<file path="src/rtl/cpuDefine.sv">
// Shared CPU types for the write-back stage: register/data widths, select
// encodings, WB state encoding and the MEM->WB bundle.
package cpuDefine;

  localparam int DATA_WIDTH = 32;
  localparam int GR_WIDTH   = 5;
  localparam int PC_WIDTH   = 32;

  typedef logic [GR_WIDTH-1:0]   Gr;
  typedef logic [DATA_WIDTH-1:0] DType;

  typedef enum logic [2:0] {
    LD_B  = 3'd0,
    LD_H  = 3'd1,
    LD_W  = 3'd2,
    LD_BU = 3'd3,
    LD_HU = 3'd4
  } ld_type_e;

  typedef enum logic [1:0] {
    RES_ALU  = 2'd0,
    RES_LOAD = 2'd1,
    RES_PC4  = 2'd2,
    RES_CSR  = 2'd3
  } res_sel_e;

  typedef enum logic [1:0] {
    WB_EMPTY  = 2'd0,
    WB_WAIT   = 2'd1,
    WB_COMMIT = 2'd2
  } wb_state_e;

  typedef struct packed {
    logic [PC_WIDTH-1:0] pc;
    Gr                   rd;
    logic                we;
    res_sel_e            res_sel;
    ld_type_e            ld_type;
    logic [1:0]          addr_lo;
    DType                alu_res;
    DType                csr_rdata;
  } ms_to_ws_bus_t;

  // Result for every source that is known at accept time (loads resolve later).
  function automatic DType wb_result(input ms_to_ws_bus_t b);
    DType r;
    case (b.res_sel)
      RES_PC4: r = DType'(b.pc + PC_WIDTH'(4));
      RES_CSR: r = b.csr_rdata;
      default: r = b.alu_res;
    endcase
    return r;
  endfunction

endpackage

</file>
<file path="src/rtl/load_extend.sv">
// Load data alignment and sign/zero extension; purely combinational.
// Selects the byte/half lane addressed by addr_lo; word loads ignore addr_lo.
module load_extend
  import cpuDefine::*;
(
  input  ld_type_e   ld_type_i,
  input  logic [1:0] addr_lo_i,
  input  DType       rdata_i,
  output DType       data_o
);

  logic [7:0]  byte_lane;
  logic [15:0] half_lane;

  always_comb begin
    byte_lane = rdata_i[7:0];
    case (addr_lo_i)
      2'd1:    byte_lane = rdata_i[15:8];
      2'd2:    byte_lane = rdata_i[23:16];
      2'd3:    byte_lane = rdata_i[31:24];
      default: byte_lane = rdata_i[7:0];
    endcase
    half_lane = addr_lo_i[1] ? rdata_i[31:16] : rdata_i[15:0];
  end

  always_comb begin
    data_o = rdata_i;
    case (ld_type_i)
      LD_B:    data_o = {{24{byte_lane[7]}}, byte_lane};
      LD_BU:   data_o = {24'd0, byte_lane};
      LD_H:    data_o = {{16{half_lane[15]}}, half_lane};
      LD_HU:   data_o = {16'd0, half_lane};
      default: data_o = rdata_i;
    endcase
  end

endmodule

</file>
<file path="src/rtl/wb_stage.sv">
// Write-back stage: commits MEM bundles to the register file one cycle after
// accept, or one cycle after the data response for loads; exports load-use info.
module wb_stage
  import cpuDefine::*;
#(
  parameter int DATA_W    = 32,
  parameter int RF_ADDR_W = 5,
  parameter int PC_W      = 32
) (
  input  logic                 aclk,
  input  logic                 areset,
  input  logic                 ms_valid,
  output logic                 ws_allowin,
  input  logic [PC_W-1:0]      ms_pc,
  input  logic [RF_ADDR_W-1:0] ms_rd,
  input  logic                 ms_we,
  input  logic [1:0]           ms_res_sel,
  input  logic [2:0]           ms_ld_type,
  input  logic [1:0]           ms_addr_lo,
  input  logic [DATA_W-1:0]    ms_alu_res,
  input  logic [DATA_W-1:0]    ms_csr_rdata,
  input  logic                 data_rvalid,
  input  logic [DATA_W-1:0]    data_rdata,
  output logic                 rf_we,
  output logic [RF_ADDR_W-1:0] rf_waddr,
  output logic [DATA_W-1:0]    rf_wdata,
  output logic                 ws_pend_we,
  output logic [RF_ADDR_W-1:0] ws_pend_rd,
  output logic [PC_W-1:0]      debug_wb_pc,
  output logic [3:0]           debug_wb_rf_we,
  output logic [RF_ADDR_W-1:0] debug_wb_rf_wnum,
  output logic [DATA_W-1:0]    debug_wb_rf_wdata
);

  wb_state_e     state_q, state_d;
  ms_to_ws_bus_t ms_bus;
  logic          accept;

  // Fields of an outstanding load needed once the data response arrives.
  logic            pend_we_q, pend_we_d;
  Gr               pend_rd_q, pend_rd_d;
  ld_type_e        pend_ld_q, pend_ld_d;
  logic [1:0]      pend_lo_q, pend_lo_d;
  logic [PC_W-1:0] pend_pc_q, pend_pc_d;

  logic            rf_we_q, rf_we_d;
  Gr               rf_waddr_q, rf_waddr_d;
  DType            rf_wdata_q, rf_wdata_d;
  logic [PC_W-1:0] wb_pc_q, wb_pc_d;

  DType ld_ext;

  always_comb begin
    ms_bus.pc        = ms_pc;
    ms_bus.rd        = ms_rd;
    ms_bus.we        = ms_we;
    ms_bus.res_sel   = res_sel_e'(ms_res_sel);
    ms_bus.ld_type   = ld_type_e'(ms_ld_type);
    ms_bus.addr_lo   = ms_addr_lo;
    ms_bus.alu_res   = ms_alu_res;
    ms_bus.csr_rdata = ms_csr_rdata;
  end

  assign ws_allowin = (state_q != WB_WAIT);
  assign accept     = ms_valid && ws_allowin;

  load_extend u_load_extend (
    .ld_type_i (pend_ld_q),
    .addr_lo_i (pend_lo_q),
    .rdata_i   (data_rdata),
    .data_o    (ld_ext)
  );

  always_comb begin
    state_d    = state_q;
    pend_we_d  = pend_we_q;
    pend_rd_d  = pend_rd_q;
    pend_ld_d  = pend_ld_q;
    pend_lo_d  = pend_lo_q;
    pend_pc_d  = pend_pc_q;
    rf_we_d    = 1'b0;
    rf_waddr_d = rf_waddr_q;
    rf_wdata_d = rf_wdata_q;
    wb_pc_d    = wb_pc_q;

    case (state_q)
      WB_WAIT: begin
        // A response is only meaningful here; anywhere else it is dropped.
        if (data_rvalid) begin
          state_d    = WB_COMMIT;
          rf_we_d    = pend_we_q && (pend_rd_q != '0);
          rf_waddr_d = pend_rd_q;
          rf_wdata_d = ld_ext;
          wb_pc_d    = pend_pc_q;
        end
      end
      default: begin
        if (accept) begin
          if (ms_bus.res_sel == RES_LOAD) begin
            state_d   = WB_WAIT;
            pend_we_d = ms_bus.we;
            pend_rd_d = ms_bus.rd;
            pend_ld_d = ms_bus.ld_type;
            pend_lo_d = ms_bus.addr_lo;
            pend_pc_d = ms_bus.pc;
          end else begin
            state_d    = WB_COMMIT;
            rf_we_d    = ms_bus.we && (ms_bus.rd != '0);
            rf_waddr_d = ms_bus.rd;
            rf_wdata_d = wb_result(ms_bus);
            wb_pc_d    = ms_bus.pc;
          end
        end else begin
          state_d = WB_EMPTY;
        end
      end
    endcase
  end

  always_ff @(posedge aclk) begin
    if (areset) begin
      state_q    <= WB_EMPTY;
      pend_we_q  <= 1'b0;
      pend_rd_q  <= '0;
      pend_ld_q  <= LD_B;
      pend_lo_q  <= '0;
      pend_pc_q  <= '0;
      rf_we_q    <= 1'b0;
      rf_waddr_q <= '0;
      rf_wdata_q <= '0;
      wb_pc_q    <= '0;
    end else begin
      state_q    <= state_d;
      pend_we_q  <= pend_we_d;
      pend_rd_q  <= pend_rd_d;
      pend_ld_q  <= pend_ld_d;
      pend_lo_q  <= pend_lo_d;
      pend_pc_q  <= pend_pc_d;
      rf_we_q    <= rf_we_d;
      rf_waddr_q <= rf_waddr_d;
      rf_wdata_q <= rf_wdata_d;
      wb_pc_q    <= wb_pc_d;
    end
  end

  assign ws_pend_we = (state_q == WB_WAIT) && pend_we_q && (pend_rd_q != '0);
  assign ws_pend_rd = pend_rd_q;

  assign rf_we             = rf_we_q;
  assign rf_waddr          = rf_waddr_q;
  assign rf_wdata          = rf_wdata_q;
  assign debug_wb_pc       = wb_pc_q;
  assign debug_wb_rf_we    = {4{rf_we_q}};
  assign debug_wb_rf_wnum  = rf_waddr_q;
  assign debug_wb_rf_wdata = rf_wdata_q;

endmodule

</file>
<file path="config.mk">
export PLATFORM = sky130hd
export DESIGN_NAME = wb_stage
export DESIGN_NICKNAME = d
export VERILOG_FILES = /design/src/rtl/cpuDefine.sv /design/src/rtl/load_extend.sv /design/src/rtl/wb_stage.sv
export SDC_FILE = /design/constraint.sdc
export NUM_CORES = 1
export LEC_CHECK = 0
export ABC_AREA = 1
export BUFFER_PORTS_ARGS = -buffer_cell sky130_fd_sc_hd__buf_2
export CORE_MARGIN = 8
export CORE_UTILIZATION = 25
export CTS_CLUSTER_SIZE = 28
export DETAILED_ROUTE_END_ITERATION = 12
export GPL_ROUTABILITY_DRIVEN = 0
export PLACE_DENSITY_LB_ADDON = 0.08
export SKIP_CTS_REPAIR_TIMING = 1
export SLEW_MARGIN = 15
export SYNTH_ARGS = -nofsm -noshare
export SYNTH_HDL_FRONTEND = slang
export SYNTH_SLANG_ARGS = --single-unit
</file>
<file path="constraint.sdc">
create_clock -name aclk -period 1.7 [get_ports aclk]
set_clock_uncertainty 0.15 [all_clocks]
set_input_delay 0.425 -clock aclk [delete_from_list [all_inputs] [get_ports aclk]]
set_output_delay 0.425 -clock aclk [all_outputs]
set_load 0.02 [all_outputs]
</file>
==> run metrics <==
critical path arrival=1.34 ns; Detailed Routing Iterations Pass 1=5; share of the clock period used by the worst path=113%; unrepaired setup endpoints after global routing=true; Tmin final=1.92 ns; Hold Violations, Final=0; number of maximum-capacitance violations=0; Clock transition at path regs=0.06 ns; Chip Height=183 um; worst reg2reg endpoint=pend_ld_q[1]$_SDFFE_PP0P_; Netlist Area Pre-Place=7000 um2; number of buffers created by CTS=17; source of the worst hold timing path=ms_ld_type[0]; kind of critical path=reg -> out; number of instances in the synthesized netlist=1113; vias after detailed routing=8731; failing checks=negative setup slack; sum of negative setup slack=-5.62 ns; maximum number of pins on one net before global-route repair=70; Register-to-Register Setup Slack=-0.15 ns; maximum resistive drop on vdd=0.612 mV; Syn. warnings=0; actual slew at the worst max-slew pin=0.466 ns; synthesized flop and latch total=115; async set-or-reset flop fraction in the synthesized netlist=0%; cell depth of the worst min-delay path=3; number of routed nets with antenna violations=0; Critical Path RT=1.12 ns; number of placement rows=61; Initial Util=25.3%; global route total overflow=0; Yosys top cell area share=32.9%; GRT Overall Usage=18.5%; Yosys top cell by area=dfxtp_1; fraction of final layout cells with drive strength greater than 1=44.3%; dpl ws=-0.334 ns; total half-perimeter wirelength after legalization and detailed placement=25.6 mm; DRC violation count after routing=0; Detailed Route Iter0 Violations=514; number of distinct standard cells referenced by the synthesized netlist=35; least setup slack across all paths after layout=-0.216 ns; top area cells in the synthesized netlist=dfxtp_1 (33%), nand2_1 (20%), o21ai_0 (8.1%), nand3_1 (5.4%), buf_4 (5.0%); clock insertion delay at the later pin of the skew report=0.42 ns; maximum net fanout on the critical path=8; Final Setup Violations=90; drt total wl=36.8 mm; origin of the critical flop-to-flop path=state_q[0]$_SDFFE_PP0P_; sequential element share of the synthesized area=32.9%; Die Width=183 um; predominant post-synthesis flop cell=dfxtp_1; number of buffers on the longest clock path=2; startpoint class of the critical path=flip-flop; run status=complete, but fails checks; clock tree from TritonCTS=yes; Pwr per Cell Area=805 nW/um2; Area growth, synth to finish=66.1%; CTS Sinks=115; antenna violations before repair=1; critical path capture point type=output port; hold_ws=0.0803 ns; via-per-instance ratio=4.65; post-synthesis average cell area=6.29 um2; P_leak=5.82 nW; number of global-route vias before repair=8186; number of cells on the worst reg-to-reg path=10; io pins=263; leading cell type by number of instances after synthesis=nand2_1; top cells by instance count after synthesis=nand2_1 (367), dfxtp_1 (115), o21ai_0 (113); nets in the synthesized netlist=1259; IO buf count=262; endpoint of the worst hold path=pend_ld_q[0]$_SDFFE_PP0P_; net count of the finished layout=1632; Die ar.=33600 um2; WL/cell=19.6 um; final count of pins violating max slew=0; total number of H-tree levels=4; number of flops mapped to enable cells by yosys=0; Max-slew headroom=68.8%; first-pass GRT wire length=47.9 mm; worst min-delay path class=in -> reg; root buffer cell=clkbuf_16; Fmax=522 MHz; CORE AREA=27700 um2
## registers in the layout, indices dropped and copies added, names as in the netlist
name and flops:
pend_we_q 1, pend_ld_q 3, ws_pend_rd 5, debug_wb_pc 32, rf_we 1, state_q 2
pend_lo_q 2, debug_wb_rf_wnum 5, debug_wb_rf_wdata 32, pend_pc_q 32
## layout make-up
type                            instances  area, um2
Fill cell                            3009      16100
Tap cell                              378        473
Clock buffer                           21        450
Antenna cell                            1       2.50
Sequential cell                       115       2310
Timing Repair Buffer                  453       3480
Inverter                               98        435
Clock inverter                         10        134
Multi-Input combinational cell        801       4340
## kinds of logic after synthesis
kind of cell	share of synthesized area [%]
compound gates	19.8
fa+ha+maj	0.179
buf+inv	14.1
flops	32.9
mux	1.14
simple gates	32.0
## worst max-delay path by stage
stage          slack, ns  depth (start not counted)                        from                                 end
3_5_place_dp       -0.33                         10                    ms_pc[2]  debug_wb_rf_wdata[16]$_SDFFE_PP0P_
2_1_floorplan      0.001                          6     state_q[0]$_SDFFE_PP0P_                          ws_pend_we
3_3_place_gp       -0.32                         10                    ms_pc[2]  debug_wb_rf_wdata[16]$_SDFFE_PP0P_
6_report           -0.22                          6     state_q[0]$_SDFFE_PP0P_                          ws_pend_we
5_1_grt            -0.30                          7  ws_pend_rd[0]$_SDFFE_PP0P_                          ws_pend_we
4_1_cts            -0.31                          7  ws_pend_rd[1]$_SDFFE_PP0P_                          ws_pend_we
## critical path: stages (launching register included)
cell and delay (ns):
dfxtp_2 0.32, inv_2 0.04, nor2_4 0.15, buf_8 0.17, nand2_1 0.08, inv_1 0.07
buf_6 0.11
## placed cells by master (no fill, tap or decap), types with 8 or more instances in the layout
cell type  instances
a21oi_1           39
a21oi_2           23
a221oi_1          13
buf_12            22
buf_2            260
buf_4            130
buf_6             14
clkbuf_16         36
dfxtp_1          109
inv_1             78
inv_2             14
mux2i_1            8
nand2_1          305
nand2_2           45
nand2_4           19
nand3_1           67
nand4_1           10
nor2_1            65
nor3_1             8
o211ai_1          11
o21ai_0           65
o21ai_1           39
o21ai_2           42
## layer usage
metal | global-route usage, % | vias up | routed length (um)
li1 | - | 4356 | -
met1 | 24.2 | 4102 | 16900
met2 | 30.7 | 245 | 17600
met3 | 3.50 | 28 | 1730
met4 | 5.01 | 0 | 573
met5 | 0 | - | 0
## per-stage QoR
stage | util, % | total power [mW] | area (um2) | cells
finish | 42.0 | 9.36 | 11600 | 1877
CTS | 35.9 | 8.86 | 9930 | 1822
global placement | 33.7 | 5.15 | 9350 | 1791
floorplan | - | 4.21 | 7000 | 1113
global route | 42.0 | 9.76 | 11600 | 1877
detailed placement | 33.7 | 5.15 | 9350 | 1791
## power breakdown
part           total (mW)  internal, mW  switching, mW
Sequential           3.05          2.89          0.157
Clock                3.70          2.33           1.37
Combinational        2.62          1.10           1.51
Total                9.36          6.32           3.04
No activity file was read; power rests on OpenSTA's default activity.
